**config.mk**
```make
export PLATFORM = sky130hd
export DESIGN_NAME = ps2_key_decoder
export DESIGN_NICKNAME = d
export VERILOG_FILES = /design/src/rtl/ps2_key_pkg.sv /design/src/rtl/key_event_fifo.sv /design/src/rtl/ps2_key_decoder.sv
export SDC_FILE = /design/constraint.sdc
export NUM_CORES = 1
export LEC_CHECK = 0
export BUFFER_PORTS_ARGS = -buffer_cell sky130_fd_sc_hd__buf_4
export CAP_MARGIN = 15
export CORE_MARGIN = 2
export CORE_UTILIZATION = 60
export CTS_CLUSTER_SIZE = 10
export DETAILED_ROUTE_END_ITERATION = 16
export PLACE_DENSITY = 0.78
export SLEW_MARGIN = 0
export SYNTH_ARGS = -nofsm -noshare
export SYNTH_HDL_FRONTEND = slang
export SYNTH_SLANG_ARGS = --single-unit
```
**constraint.sdc**
```tcl
create_clock -name iCLK -period 3.57 [get_ports iCLK]
set_clock_uncertainty 0.1 [all_clocks]
set_input_delay 0.357 -clock iCLK [delete_from_list [all_inputs] [get_ports iCLK]]
set_output_delay 0.357 -clock iCLK [all_outputs]
set_load 0.01 [all_outputs]
```
**src/rtl/ps2_key_pkg.sv**
```systemverilog
// Shared encodings for the PS/2 key decoder: key classes, operators,
// Set-2 scancodes, decode FSM states and the scancode-to-key lookup.
package ps2_key_pkg;

    localparam logic [2:0] KC_DIGIT = 3'd0;
    localparam logic [2:0] KC_OP    = 3'd1;
    localparam logic [2:0] KC_ENTER = 3'd2;
    localparam logic [2:0] KC_CLEAR = 3'd3;
    localparam logic [2:0] KC_BKSP  = 3'd4;

    localparam logic [3:0] OP_ADD = 4'd0;
    localparam logic [3:0] OP_SUB = 4'd1;
    localparam logic [3:0] OP_MUL = 4'd2;
    localparam logic [3:0] OP_DIV = 4'd3;

    localparam logic [7:0] SC_E0 = 8'hE0;
    localparam logic [7:0] SC_F0 = 8'hF0;
    localparam logic [7:0] SC_E1 = 8'hE1;

    // 9-bit codes are {ext, byte}
    localparam logic [8:0] SC_D0       = 9'h070;
    localparam logic [8:0] SC_D1       = 9'h069;
    localparam logic [8:0] SC_D2       = 9'h072;
    localparam logic [8:0] SC_D3       = 9'h07A;
    localparam logic [8:0] SC_D4       = 9'h06B;
    localparam logic [8:0] SC_D5       = 9'h073;
    localparam logic [8:0] SC_D6       = 9'h074;
    localparam logic [8:0] SC_D7       = 9'h06C;
    localparam logic [8:0] SC_D8       = 9'h075;
    localparam logic [8:0] SC_D9       = 9'h07D;
    localparam logic [8:0] SC_ADD      = 9'h079;
    localparam logic [8:0] SC_SUB      = 9'h07B;
    localparam logic [8:0] SC_MUL      = 9'h07C;
    localparam logic [8:0] SC_DIV      = 9'h14A;
    localparam logic [8:0] SC_ENTER    = 9'h05A;
    localparam logic [8:0] SC_KP_ENTER = 9'h15A;
    localparam logic [8:0] SC_ESC      = 9'h076;
    localparam logic [8:0] SC_BKSP     = 9'h066;

    typedef enum logic [2:0] {
        ST_IDLE,
        ST_EXT,
        ST_BRK,
        ST_EXTBRK,
        ST_SKIP
    } state_t;

    typedef struct packed {
        logic       hit;
        logic [2:0] kclass;
        logic [3:0] code;
    } key_info_t;

    function automatic key_info_t map_key(input logic [8:0] sc);
        key_info_t k;
        k     = '0;
        k.hit = 1'b1;
        case (sc)
            SC_D0:       k.code = 4'd0;
            SC_D1:       k.code = 4'd1;
            SC_D2:       k.code = 4'd2;
            SC_D3:       k.code = 4'd3;
            SC_D4:       k.code = 4'd4;
            SC_D5:       k.code = 4'd5;
            SC_D6:       k.code = 4'd6;
            SC_D7:       k.code = 4'd7;
            SC_D8:       k.code = 4'd8;
            SC_D9:       k.code = 4'd9;
            SC_ADD:      begin k.kclass = KC_OP; k.code = OP_ADD; end
            SC_SUB:      begin k.kclass = KC_OP; k.code = OP_SUB; end
            SC_MUL:      begin k.kclass = KC_OP; k.code = OP_MUL; end
            SC_DIV:      begin k.kclass = KC_OP; k.code = OP_DIV; end
            SC_ENTER,
            SC_KP_ENTER: k.kclass = KC_ENTER;
            SC_ESC:      k.kclass = KC_CLEAR;
            SC_BKSP:     k.kclass = KC_BKSP;
            default:     k.hit = 1'b0;
        endcase
        return k;
    endfunction

endpackage

```
**src/rtl/key_event_fifo.sv**
```systemverilog
// Small synchronous event FIFO; a push while full only lands if a pop
// frees a slot in the same cycle.
module key_event_fifo #(
    parameter int unsigned DEPTH = 4
) (
    input  logic       clk,
    input  logic       rst,
    input  logic       push,
    input  logic [6:0] din,
    input  logic       pop,
    output logic [6:0] dout,
    output logic       full,
    output logic       empty
);

    localparam int unsigned AW = $clog2(DEPTH);

    logic [6:0]  mem [DEPTH];
    logic [AW:0] wr_ptr;
    logic [AW:0] rd_ptr;
    logic        do_push;
    logic        do_pop;

    assign empty   = (wr_ptr == rd_ptr);
    assign full    = (wr_ptr[AW] != rd_ptr[AW]) && (wr_ptr[AW-1:0] == rd_ptr[AW-1:0]);
    assign do_pop  = pop && !empty;
    assign do_push = push && (!full || do_pop);
    assign dout    = mem[rd_ptr[AW-1:0]];

    always_ff @(posedge clk) begin
        if (rst) begin
            wr_ptr <= '0;
            rd_ptr <= '0;
        end else begin
            if (do_push) wr_ptr <= wr_ptr + 1'b1;
            if (do_pop)  rd_ptr <= rd_ptr + 1'b1;
        end
    end

    always_ff @(posedge clk) begin
        if (do_push) mem[wr_ptr[AW-1:0]] <= din;
    end

endmodule

```
**src/rtl/ps2_key_decoder.sv**
```systemverilog
// Turns the Set-2 scancode byte stream into one event per key press,
// with prefix handling, typematic repeat suppression and an event FIFO.
module ps2_key_decoder
    import ps2_key_pkg::*;
#(
    parameter int unsigned DEPTH           = 4,
    parameter bit          REPEAT_SUPPRESS = 1'b1
) (
    input  logic       iCLK,
    input  logic       iRST,
    input  logic [7:0] iBYTE,
    input  logic       iBYTE_VALID,
    output logic       oKEY_VALID,
    input  logic       iKEY_READY,
    output logic [2:0] oKEY_CLASS,
    output logic [3:0] oKEY_CODE,
    output logic       oOVERFLOW
);

    state_t     state, state_nxt;
    logic [2:0] skip_cnt, skip_cnt_nxt;
    logic [8:0] held_code;
    logic       held_valid;
    logic       make_vld;
    logic       brk_vld;
    logic [8:0] scan;
    key_info_t  key;
    logic       is_repeat;
    logic       push;
    logic       pop;
    logic       fifo_full;
    logic       fifo_empty;
    logic [6:0] head;

    always_ff @(posedge iCLK) begin
        if (iRST) begin
            state    <= ST_IDLE;
            skip_cnt <= '0;
        end else begin
            state    <= state_nxt;
            skip_cnt <= skip_cnt_nxt;
        end
    end

    always_comb begin
        state_nxt    = state;
        skip_cnt_nxt = skip_cnt;
        make_vld     = 1'b0;
        brk_vld      = 1'b0;
        scan         = {1'b0, iBYTE};
        if (iBYTE_VALID) begin
            case (state)
                ST_IDLE: begin
                    if (iBYTE == SC_E0) state_nxt = ST_EXT;
                    else if (iBYTE == SC_F0) state_nxt = ST_BRK;
                    else if (iBYTE == SC_E1) begin
                        state_nxt    = ST_SKIP;
                        skip_cnt_nxt = 3'd7;
                    end else make_vld = 1'b1;
                end
                ST_EXT: begin
                    if (iBYTE == SC_F0) state_nxt = ST_EXTBRK;
                    else begin
                        make_vld  = 1'b1;
                        scan      = {1'b1, iBYTE};
                        state_nxt = ST_IDLE;
                    end
                end
                ST_BRK: begin
                    brk_vld   = 1'b1;
                    state_nxt = ST_IDLE;
                end
                ST_EXTBRK: begin
                    brk_vld   = 1'b1;
                    scan      = {1'b1, iBYTE};
                    state_nxt = ST_IDLE;
                end
                ST_SKIP: begin
                    skip_cnt_nxt = skip_cnt - 3'd1;
                    if (skip_cnt == 3'd1) state_nxt = ST_IDLE;
                end
                default: state_nxt = ST_IDLE;
            endcase
        end
    end

    assign key       = map_key(scan);
    assign is_repeat = REPEAT_SUPPRESS && held_valid && (held_code == scan);
    assign push      = make_vld && key.hit && !is_repeat;
    assign pop       = oKEY_VALID && iKEY_READY;

    // held_code only ever holds mapped codes, so unmapped breaks never match
    always_ff @(posedge iCLK) begin
        if (iRST) begin
            held_code  <= '0;
            held_valid <= 1'b0;
        end else if (push) begin
            held_code  <= scan;
            held_valid <= 1'b1;
        end else if (brk_vld && held_valid && (scan == held_code)) begin
            held_valid <= 1'b0;
        end
    end

    always_ff @(posedge iCLK) begin
        if (iRST) oOVERFLOW <= 1'b0;
        else if (push && fifo_full && !pop) oOVERFLOW <= 1'b1;
    end

    key_event_fifo #(.DEPTH(DEPTH)) u_fifo (
        .clk   (iCLK),
        .rst   (iRST),
        .push  (push),
        .din   ({key.kclass, key.code}),
        .pop   (pop),
        .dout  (head),
        .full  (fifo_full),
        .empty (fifo_empty)
    );

    // Head is masked while empty so the outputs read 0 out of reset
    assign oKEY_VALID = !fifo_empty;
    assign oKEY_CLASS = fifo_empty ? 3'd0 : head[6:4];
    assign oKEY_CODE  = fifo_empty ? 4'd0 : head[3:0];

endmodule

```
==> metrics, run 1 <==
global-route wire length before repair=8500 um; gpl congestion=0.921; pre-CTS setup slack=0.816 ns; clock root buffer=clkbuf_8; Finished Layout Cells=334; DRC=0; final core area utilization=66.7%; RR Endpoint=u_fifo.mem[1][2]$_DFFE_PP_; clk slew on worst S/H paths=0.09 ns; hold crit path type=input port to register; RSZ-0062 raised after global routing=false; crit-path cells=and3b_1, or3_1, a21oi_1, a221oi_2, a21oi_2, and2_1; Vias=1,913; peak supply drop=0.000199 V; Req. time, crit path=3.44 ns; Clk pwr share=34.5%; postcts setup bufs=0; reg2reg setup slack=0.97 ns; post_cts resized=0; layout cells sized above 1=16.8%; Setup violations, final=0; Yosys reg bits=53; # fillers=351; Hold Slack=0.241 ns; die area=5340 um^2; Die Y=73.1 um; port buffer count=20; syn_area_per_cell=10.7 um^2; Post-CTS Hold Buffers=0; initial core utilization=61.4%; Pwr per Cell Area=373 nW/um^2; syn nets=286; Hold Crit Depth=3; # diodes=0; Clock Tree Buf Depth=2; synth top area cells=edfxtp_1 29%, dfxtp_1 17%, mux4_2 5.5%, mux2i_1 3.8%, xnor2_1 3.7%; CP Class=register to register; Crit. End Element=register; Final min period=2.60 ns; antenna violations before repair=0; sequential share of power=55.7%; P_int=904 uW; R2R depth=6; P_leak=1.11 nW; GR Util All Layers=20.9%; Num CTS Buffers=5; Switching Fraction=22.2%; Worst Max-Slew Pin Slew=0.664 ns; multi-input logic area=1390 um^2; simple-gate share of the synthesized area=20.4%; antenna-violating nets left=0; Rows=25; Adder-Cell Fraction of Synth Area=3.06%; Final WS setup=0.973 ns; top_reg_cell synth=edfxtp_1; Arr. time, crit path=2.47 ns; Fin Setup TNS=0 ns; Net Switching=257 uW; htree depth=2; final worst path period share=72.7%; Compound-Gate Fraction of Synth Area=9.36%; core area=4660 um^2; Crit path max-delay family=simple AND/OR/NAND/NOR gates; CTS tree=yes; pin count of the biggest net entering global routing=20; placed insts=326; GR Overflow Total=0; Critical R2R Launch=state[2]$_SDFFE_PP0P_; Comb pwr share=9.7%; CP max-delay cell=dfxtp_1; Async S/R FF share, synth=0%; Distinct cells, synth=56; io pins=21; post-synth top area share=29.4%; FF+latch area=1340 um^2; yosys warns=0; CP Max Fanout=10; vias in the first global route=1,807; Max Slew Vio Count=0; cells after synthesis=267; Worst Setup Start Kind=register; main combinational cell family by area after synthesis=simple AND/OR/NAND/NOR gates; Max Cap Violations=0; multiplexer share of the synthesized area=10.5%; die extent in x=73.1 um; CTS Sinks=53; Post-synth EDFFs=28; area delta synth->final=8.66%; Min-Delay Endpoint=held_code[5]$_SDFFE_PP0P_; CP bufs+invs=0; Final Hold Fails=0; Max Freq=385 MHz; XOR/XNOR Fraction of Synth Area=5.20%; Vias/cell=5.73; Final HPWL DP=3740 um; Hold Path Origin=iBYTE[5]; initial DRC count=126; Worst-Skew Late Latency=0.30 ns; Final #Nets=298; DR pass1 iterations=4; mapped cell area=2860 um^2; Max stage delay on crit path=0.47 ns; Seq/Total Area, Yosys=46.9%; WL/cell=15.1 um; DRT Wirelength=5030 um; status=finished, final reports clean; largest area contributor in the netlist=edfxtp_1; Rel. slew slack=55.6%
## worst min-delay path, cell delays in order
cell and delay [ns]:
buf_4 0.13, nand2_1 0.05, mux2i_1 0.05
## Yosys cell counts, drive strengths merged (2+ instances only)
cell    number
mux2         3
xnor2       12
mux4         7
and3         5
xor2         5
buf         10
a21oi        7
nand4b       2
clkbuf       7
o211ai       3
nor3         6
edfxtp      28
nand4        3
and2        11
or2          2
ha           7
a211oi       3
or3          5
o31ai        3
inv          8
o21ai        8
o41ai        2
mux2i       11
nor3b        5
nand2       27
nand3        6
dfxtp       25
nor2b        4
and3b        2
nor2        18
nand3b       3
nand2b       5
## flip-flops by register name (all words and copies together) (netlist names), named ones only
| name | cells |
|---|---|
| u_fifo.rd_ptr | 3 |
| state | 3 |
| held_code | 9 |
| u_fifo.wr_ptr | 3 |
| oOVERFLOW | 1 |
| held_valid | 1 |
| skip_cnt | 3 |
| u_fifo.mem | 28 |
## layer usage
layer | vias up | global-route usage [%] | part of all wire [%]
met1 | 877 | 26.3 | 45
li1 | 982 | - | -
met2 | 45 | 35.5 | 50
met4 | 0 | 8.02 | 1.9
met5 | - | 0 | 0
met3 | 9 | 3.87 | 3.7
## kinds of logic after synthesis
logic type | count (synthesis)
AND/OR/NAND/NOR | 108
flip-flops | 53
AO/OA/AOI/OAI | 35
buffers and inverters | 26
multiplexers | 21
XOR/XNOR | 17
adder cells (fa/ha/maj) | 7
## per-stage QoR
step / area (um^2) / power, mW
final: 3110 / 1.16
after detailed placement: 3000 / 0.775
after CTS: 3110 / 1.18
after floorplan: 2860 / 0.740
after global placement: 3000 / 0.773
after global routing: 3110 / 1.21
## cell usage in the layout (no fill, tap or decap), drive strengths merged, types with 8 or more instances in the layout
cell,instances
dfxtp,25
nor2,18
xnor2,12
nand2,27
o21ai,8
mux2i,11
inv,8
and2,11
buf,22
edfxtp,28
## worst max path at each step
stage	from	to	depth (start not counted)
5_1_grt	state[2]$_SDFFE_PP0P_	u_fifo.mem[1][3]$_DFFE_PP_	6
6_report	state[2]$_SDFFE_PP0P_	u_fifo.mem[1][2]$_DFFE_PP_	6
4_1_cts	state[2]$_SDFFE_PP0P_	u_fifo.mem[1][2]$_DFFE_PP_	6
3_5_place_dp	iBYTE[0]	u_fifo.mem[1][2]$_DFFE_PP_	7
3_3_place_gp	iBYTE[0]	u_fifo.mem[0][2]$_DFFE_PP_	7
2_1_floorplan	iBYTE[1]	u_fifo.wr_ptr[2]$_SDFFE_PP0P_	8
## cell type report
| cell class | instances | share of cell area (%) |
|---|---|---|
| clock inverter | 2 | 1.25 |
| inverter | 9 | 1.09 |
| clock buffer | 6 | 2.33 |
| sequential | 53 | 43.1 |
| multi-input combinational | 188 | 44.7 |
| timing repair buffer | 22 | 5.31 |
| tap | 54 | 2.17 |
## power by group through the flow
stage | Combinational, mW | Sequential, mW | Clock, mW
final | 0.113 | 0.647 | 0.401
after global routing | 0.125 | 0.649 | 0.434
after CTS | 0.114 | 0.648 | 0.414
after detailed placement | 0.113 | 0.662 | 0
after global placement | 0.112 | 0.661 | 0
after floorplan | 0.0821 | 0.658 | 0
No activity file was read; power rests on OpenSTA's default activity.
==> inputs of run 2 (changes only) <==
--- a/config.mk
+++ b/config.mk
@@ -5,13 +5,14 @@
 export SDC_FILE = /design/constraint.sdc
 export NUM_CORES = 1
 export LEC_CHECK = 0
+export ABC_AREA = 1
 export BUFFER_PORTS_ARGS = -buffer_cell sky130_fd_sc_hd__buf_4
 export CAP_MARGIN = 15
 export CORE_MARGIN = 2
-export CORE_UTILIZATION = 60
+export CORE_UTILIZATION = 54
 export CTS_CLUSTER_SIZE = 10
 export DETAILED_ROUTE_END_ITERATION = 16
-export PLACE_DENSITY = 0.78
+export PLACE_DENSITY = 0.74
 export SLEW_MARGIN = 0
 export SYNTH_ARGS = -nofsm -noshare
 export SYNTH_HDL_FRONTEND = slang
==> constraint.sdc (replaced) <==
create_clock -name iCLK -period 2.1 [get_ports iCLK]
set_clock_uncertainty 0.1 [all_clocks]
set_input_delay 0.21 -clock iCLK [delete_from_list [all_inputs] [get_ports iCLK]]
set_output_delay 0.21 -clock iCLK [all_outputs]
set_load 0.01 [all_outputs]
==> run 2 against run 1 <==
Net effect:
- maximum frequency grew 30%
- synthesized cell count grew 38%
- non-clock buffer count grew 13
- utilization shrank 1.9 points
- power grew to 2.7 times the previous value
- via count grew 28%
- critical path depth grew 5
- routed wire length grew 25%
- first-iteration DRC count grew 27%
- register-to-register slack lost 0.86 ns
- critical path type unchanged
- critical endpoint is now u_fifo.mem[0][0]$_DFFE_PP_
==> metrics, run 2 <==
Max Freq=502 MHz (+30%); syn_area_per_cell=8.06 um^2 (-25%); Finished Layout Cells=473 (+42%); Final Hold Fails=0 (unchanged); die area=6110 um^2 (+14%); DR pass1 iterations=4 (unchanged); post-synth top area share=28.3% (-1.1 points); Vias=2,447 (+28%); port buffer count=20 (unchanged); top_reg_cell synth=edfxtp_1; Clock Tree Buf Depth=2 (unchanged); Arr. time, crit path=1.92 ns (-0.55 ns); Num CTS Buffers=5 (unchanged); die extent in x=78.1 um (+6.9%); peak supply drop=0.000572 V (+190%); Req. time, crit path=2.03 ns (-1.41 ns); Async S/R FF share, synth=0% (unchanged); global-route wire length before repair=10,400 um (+22%); Worst Max-Slew Pin Slew=0.433 ns (-0.231 ns); clock root buffer=clkbuf_8; yosys warns=0 (unchanged); DRT Wirelength=6300 um (+25%); Worst-Skew Late Latency=0.31 ns (about the same); clk slew on worst S/H paths=0.11 ns (+0.02 ns); mapped cell area=2970 um^2 (+3.7%); synth top area cells=edfxtp_1 28%, dfxtp_1 17%, nand2_1 8.7%, nor2_1 8.2%, inv_1 5.3%; final worst path period share=94.8% (+22 points); io pins=21 (unchanged); Fin Setup TNS=0 ns (unchanged); syn nets=387 (+35%); Rel. slew slack=71.1% (+16 points); Pwr per Cell Area=939 nW/um^2 (+150%); Distinct cells, synth=39 (-30%); Worst Setup Start Kind=register; Seq/Total Area, Yosys=45.2% (-1.7 points); # fillers=445 (+27%); P_leak=1.45 nW (+30%); DRC=0 (unchanged); CP Class=register to register; Crit. End Element=register; Final #Nets=421 (+41%); GR Overflow Total=0 (unchanged); Final min period=1.99 ns (-0.606 ns); antenna-violating nets left=0 (unchanged); CP Max Fanout=8 (-2); initial core utilization=57.0% (-4.4 points); CTS tree=yes; GR Util All Layers=21.5% (+0.64 points); cells after synthesis=368 (+38%); # diodes=0 (unchanged); most frequent cells in the layout=69 x nand2_1, 64 x nor2_1, 42 x inv_1; Die Y=78.1 um (+6.9%); Rows=26 (+4.0%); Max Cap Violations=0 (unchanged); WL/cell=13.3 um (-12%); Post-CTS Hold Buffers=0 (unchanged); antenna violations before repair=0 (unchanged); CTS Sinks=53 (unchanged); Vias/cell=5.17 (-9.7%); largest area contributor in the netlist=edfxtp_1; layout cells sized above 1=20.6% (+3.8 points); vias in the first global route=2,291 (+27%); Setup violations, final=0 (unchanged); most instantiated cells after synthesis=69 x nand2_1, 65 x nor2_1, 42 x inv_1, 28 x edfxtp_1, 25 x dfxtp_1; hold crit path type=input port to register; most common cell after layout, fill and taps aside=nand2_1; pin count of the biggest net entering global routing=19 (-5.0%); Max Slew Vio Count=0 (unchanged); gpl congestion=0.911 (-1.1%); Final HPWL DP=4710 um (+26%); area delta synth->final=13.7%; core area=5200 um^2 (+12%); htree depth=2 (unchanged); Largest register FFs=28 (unchanged); Post-synth EDFFs=28 (unchanged); placed insts=461 (+41%); status=finished, final reports clean; most common cell in the netlist=nand2_1; initial DRC count=160 (+27%); Yosys reg bits=53 (unchanged)
[run 2: changes by cell type after synthesis, moves of 9 or more]
cell	previous run	this run
mux2i_1	11	0
o21ai_0	8	22
inv_1	8	42
nand2_1	27	69
nor2_1	18	65
xnor2_1	12	3
and2_1	11	0
[run 2: cell families (layout without fill, tap and decap cells)]
kind of cell	Yosys count	in the layout	share of synthesized area [%]
AOI/OAI and AO/OA	59	59	11.9
xor gates and xnor gates	6	6	1.77
adders and majority gates	7	7	2.95
buffers and inverters	59	93	8.64
DFF	53	53	45.2
and+or+nand+nor	184	185	29.6
[run 2: worst max-delay path, cell delays in order, from the launching register on]
cell	delay (ns)
dfxtp_1	0.35
inv_1	0.13
nand3_4	0.13
nand2_4	0.14
buf_4	0.12
nand2_2	0.03
nand2_1	0.08
nor2_2	0.07
nor2_8	0.15
nand3_4	0.11
nor2_1	0.11
buf_4	0.17
[run 2: layer usage]
layer  part of all wire, %  track usage (%)  up-vias
li1                      -                -     1268
met4                   1.2             6.49        0
met5                     0                0        -
met1                    44             25.4     1134
met3                   2.2             3.45        7
met2                    53             40.0       38
[run 2: cell type report]
cell class | count | area (um^2) | area share, %
clock buffer | 5 | 68.8 | 2.04
clock inverter | 3 | 26.3 | 0.779
inverter | 50 | 195 | 5.78
multi-input combinational | 257 | 1390 | 41.3
sequential | 53 | 1340 | 39.7
tap | 70 | 87.6 | 2.60
timing repair buffer | 35 | 263 | 7.79
[run 2: power breakdown]
group          switching, mW  internal, mW
logic                  0.739         0.520
registers              0.113          1.20
clock network          0.356         0.243
[run 2: what timing repair did]
item	4_1_cts	5_1_grt
setup buffers	0	3
endpoints found under the setup margin	0	39
resized for setup	0	3
[run 2: final timing paths]
path                                 to  depth (start not counted)                    from  slack (ns)
min reg2reg      oOVERFLOW$_SDFFE_PP0P_                          2  oOVERFLOW$_SDFFE_PP0P_        0.35
max          u_fifo.mem[0][0]$_DFFE_PP_                         11   state[1]$_SDFFE_PP0P_        0.11
min           held_code[8]$_SDFFE_PP0P_                          2                    iRST        0.04
max reg2reg  u_fifo.mem[0][0]$_DFFE_PP_                         11   state[1]$_SDFFE_PP0P_        0.11
[run 2: per-stage QoR]
| step | util [%] | total power [mW] | cell area, um^2 | hold slack, ns | worst slack (ns) |
|---|---|---|---|---|---|
| finish | 64.8 | 3.17 | 3370 | 0.0394 | 0.110 |
| CTS | 64.0 | 3.15 | 3330 | 0.0353 | 0.0536 |
| global route | 64.8 | 3.37 | 3370 | 0.0517 | -0.00837 |
| global placement | 62.1 | 2.53 | 3230 | 0.342 | 0.0524 |
| floorplan | - | 2.14 | 2970 | 0.257 | -0.00417 |
| detailed placement | 62.1 | 2.56 | 3230 | 0.342 | 0.00704 |
==> inputs of run 3 (changes only) <==
--- a/config.mk
+++ b/config.mk
@@ -6,6 +6,7 @@
 export NUM_CORES = 1
 export LEC_CHECK = 0
 export ABC_AREA = 1
+export ABC_CLOCK_PERIOD_IN_PS = 2100
 export BUFFER_PORTS_ARGS = -buffer_cell sky130_fd_sc_hd__buf_4
 export CAP_MARGIN = 15
 export CORE_MARGIN = 2
==> constraint.sdc (replaced) <==
create_clock -name iCLK -period 2.1 [get_ports iCLK]
set_clock_uncertainty 0.1 [all_clocks]
set_input_delay 0.315 -clock iCLK [delete_from_list [all_inputs] [get_ports iCLK]]
set_output_delay 0.315 -clock iCLK [all_outputs]
set_load 0.01 [all_outputs]
==> run 3 against run 2 <==
Net effect:
- routed wire length down 2.7%
- worst setup slack gained 0.0025 ns
- flip-flop and latch count unchanged
- power decreased by 0.45%
- sequential power is essentially flat
- register-to-register slack about the same
- non-clock buffer count grew 7
- utilization increased by 1.5 points
- sequential share of layout area fell by 0.85 points
- via count about the same
==> metrics, run 3 (synthesis gave the netlist of run 2 again) <==
gpl congestion=0.911 (about the same); GR Util All Layers=20.7% (-0.77 points); DRT Wirelength=6130 um (-2.7%); most common cell after layout, fill and taps aside=nand2_1; io pins=21 (unchanged); status=finished, final reports clean; # diodes=0 (unchanged); top routing layer in use=met4; Post-CTS Hold Buffers=0 (unchanged); area delta synth->final=16.4%; Setup violations, final=0 (unchanged); DRC=0 (unchanged); CTS tree=yes; Final Hold Fails=0 (unchanged); Tot Pwr=3.16 mW (-0.45%); Crit. End Element=register; die area=6110 um^2 (unchanged); Final #Nets=429 (+1.9%); Vias=2,448 (+0.041%); clock root buffer=clkbuf_8; Req. time, crit path=2.01 ns (-0.02 ns); Top cell by count, worst path=nand2_1; Max Cap Violations=0 (unchanged); initial DRC count=132 (-18%); Hold Path Origin=iRST; DR pass1 iterations=4 (unchanged); Pwr per Cell Area=913 nW/um^2 (-2.8%); peak supply drop=0.000615 V (+7.6%); most frequent cells in the layout=69 x nand2_1, 62 x nor2_1, 40 x inv_1; Rel. slew slack=72.1% (+1.0 points); Clock Tree Buf Depth=2 (unchanged); pin count of the biggest net entering global routing=16 (-3); Worst-Skew Late Latency=0.29 ns (-0.02 ns); # fillers=438 (-1.6%); Worst Setup Start Kind=register; DR WL met2=3220 um (-3.0%); layout cells sized above 1=23.1% (+2.5 points); Largest register FFs=28 (unchanged); antenna-violating nets left=0 (unchanged); antenna violations before repair=0 (unchanged); initial core utilization=57.0% (unchanged); Critical R2R Launch=state[0]$_SDFFE_PP0P_; P_leak=1.48 nW (+2.4%); die extent in x=78.1 um (unchanged); GR Overflow Total=0 (unchanged); WL/cell=12.7 um (-4.3%); final worst path period share=94.7% (-0.12 points); Die Y=78.1 um (unchanged); core area=5200 um^2 (unchanged); crit-path cells=inv_1, nor3_4, nand2_4, inv_4, nand2_1, nand2_1, nor2_4, nor2_8, nand3_4, nor2_1, buf_4; hold crit path type=input port to register; vias in the first global route=2,273 (-0.79%); htree depth=2 (unchanged); source of the critical timing path=state[0]$_SDFFE_PP0P_; Rows=26 (unchanged); Num CTS Buffers=5 (unchanged); Vias/cell=5.09 (-1.6%); Arr. time, crit path=1.90 ns (-0.02 ns); CP Class=register to register; CP max-delay cell=dfxtp_2; Final HPWL DP=4690 um (-0.43%); clk slew on worst S/H paths=0.09 ns (-0.02 ns); CP Max Fanout=7 (-1); Max Slew Vio Count=0 (unchanged); global-route wire length before repair=10,100 um (-3.1%); port buffer count=20 (unchanged); WL met3=196 um (+40%); Max Freq=503 MHz (+0.12%); Worst Max-Slew Pin Slew=0.417 ns (-0.0153 ns); Final min period=1.99 ns (-0.00246 ns); placed insts=468 (+1.5%); Finished Layout Cells=481 (+1.7%); Max stage delay on crit path=0.33 ns (-0.02 ns); M1 WL=2620 um (-5.2%); CTS Sinks=53 (unchanged)
-- run 3: metal layers --
metal | vias to the layer above | track usage, %
li1 | 1286 | -
met1 | 1106 | 25.4
met2 | 47 | 38.2
met3 | 9 | 3.10
met4 | 0 | 5.26
met5 | - | 0
-- run 3: path summary, 6_finish.rpt --
kind / end / slack, ns / cells after the start
worst max-delay path: u_fifo.mem[0][0]$_DFFE_PP_ / 0.11 / 11
worst max register to register: u_fifo.mem[0][0]$_DFFE_PP_ / 0.11 / 11
worst min-delay path: u_fifo.wr_ptr[2]$_SDFFE_PP0P_ / 0.16 / 2
worst min register to register: oOVERFLOW$_SDFFE_PP0P_ / 0.35 / 2
-- run 3: metrics by stage --
stage / TNS, ns / utilization [%] / hold WS (ns) / instance area (um^2) / worst slack, ns
floorplan: -3.06 / - / 0.336 / 2970 / -0.109
global placement: -0.602 / 63.4 / 0.344 / 3300 / -0.0241
detailed placement: -1.88 / 63.4 / 0.342 / 3300 / -0.0793
CTS: 0 / 65.1 / 0.155 / 3390 / 0.0120
global route: -0.0541 / 66.4 / 0.157 / 3450 / -0.00443
finish: 0 / 66.4 / 0.161 / 3450 / 0.112
-- run 3: cell type report --
class | count | area [um^2] | share of cell area, %
Sequential cell | 53 | 1340 | 38.9
Clock inverter | 1 | 7.51 | 0.217
Timing Repair Buffer | 42 | 335 | 9.71
Inverter | 50 | 201 | 5.83
Tap cell | 70 | 87.6 | 2.54
Timing Repair inverter | 1 | 7.51 | 0.217
Clock buffer | 7 | 76.3 | 2.21
Multi-Input combinational cell | 257 | 1400 | 40.4
-- run 3: timing repair --
| action | CTS | global route |
|---|---|---|
| setup buffers | 0 | 3 |
| gates resized for setup | 1 | 12 |
| pin swaps | 0 | 3 |
| setup endpoints to repair | 20 | 36 |
| gates cloned | 0 | 2 |
-- run 3: worst max-delay path, delay by kind of cell, from the launching register on --
family | cells | cell delay (ns)
buffers and inverters | 3 | 0.34
flip-flops | 1 | 0.33
AND/OR/NAND/NOR | 8 | 0.92
-- run 3: power breakdown --
group	internal [mW]	total, mW	switching [mW]
combinational	0.555	1.30	0.744
sequential	1.20	1.32	0.122
clock	0.236	0.532	0.296
total	1.99	3.16	1.16
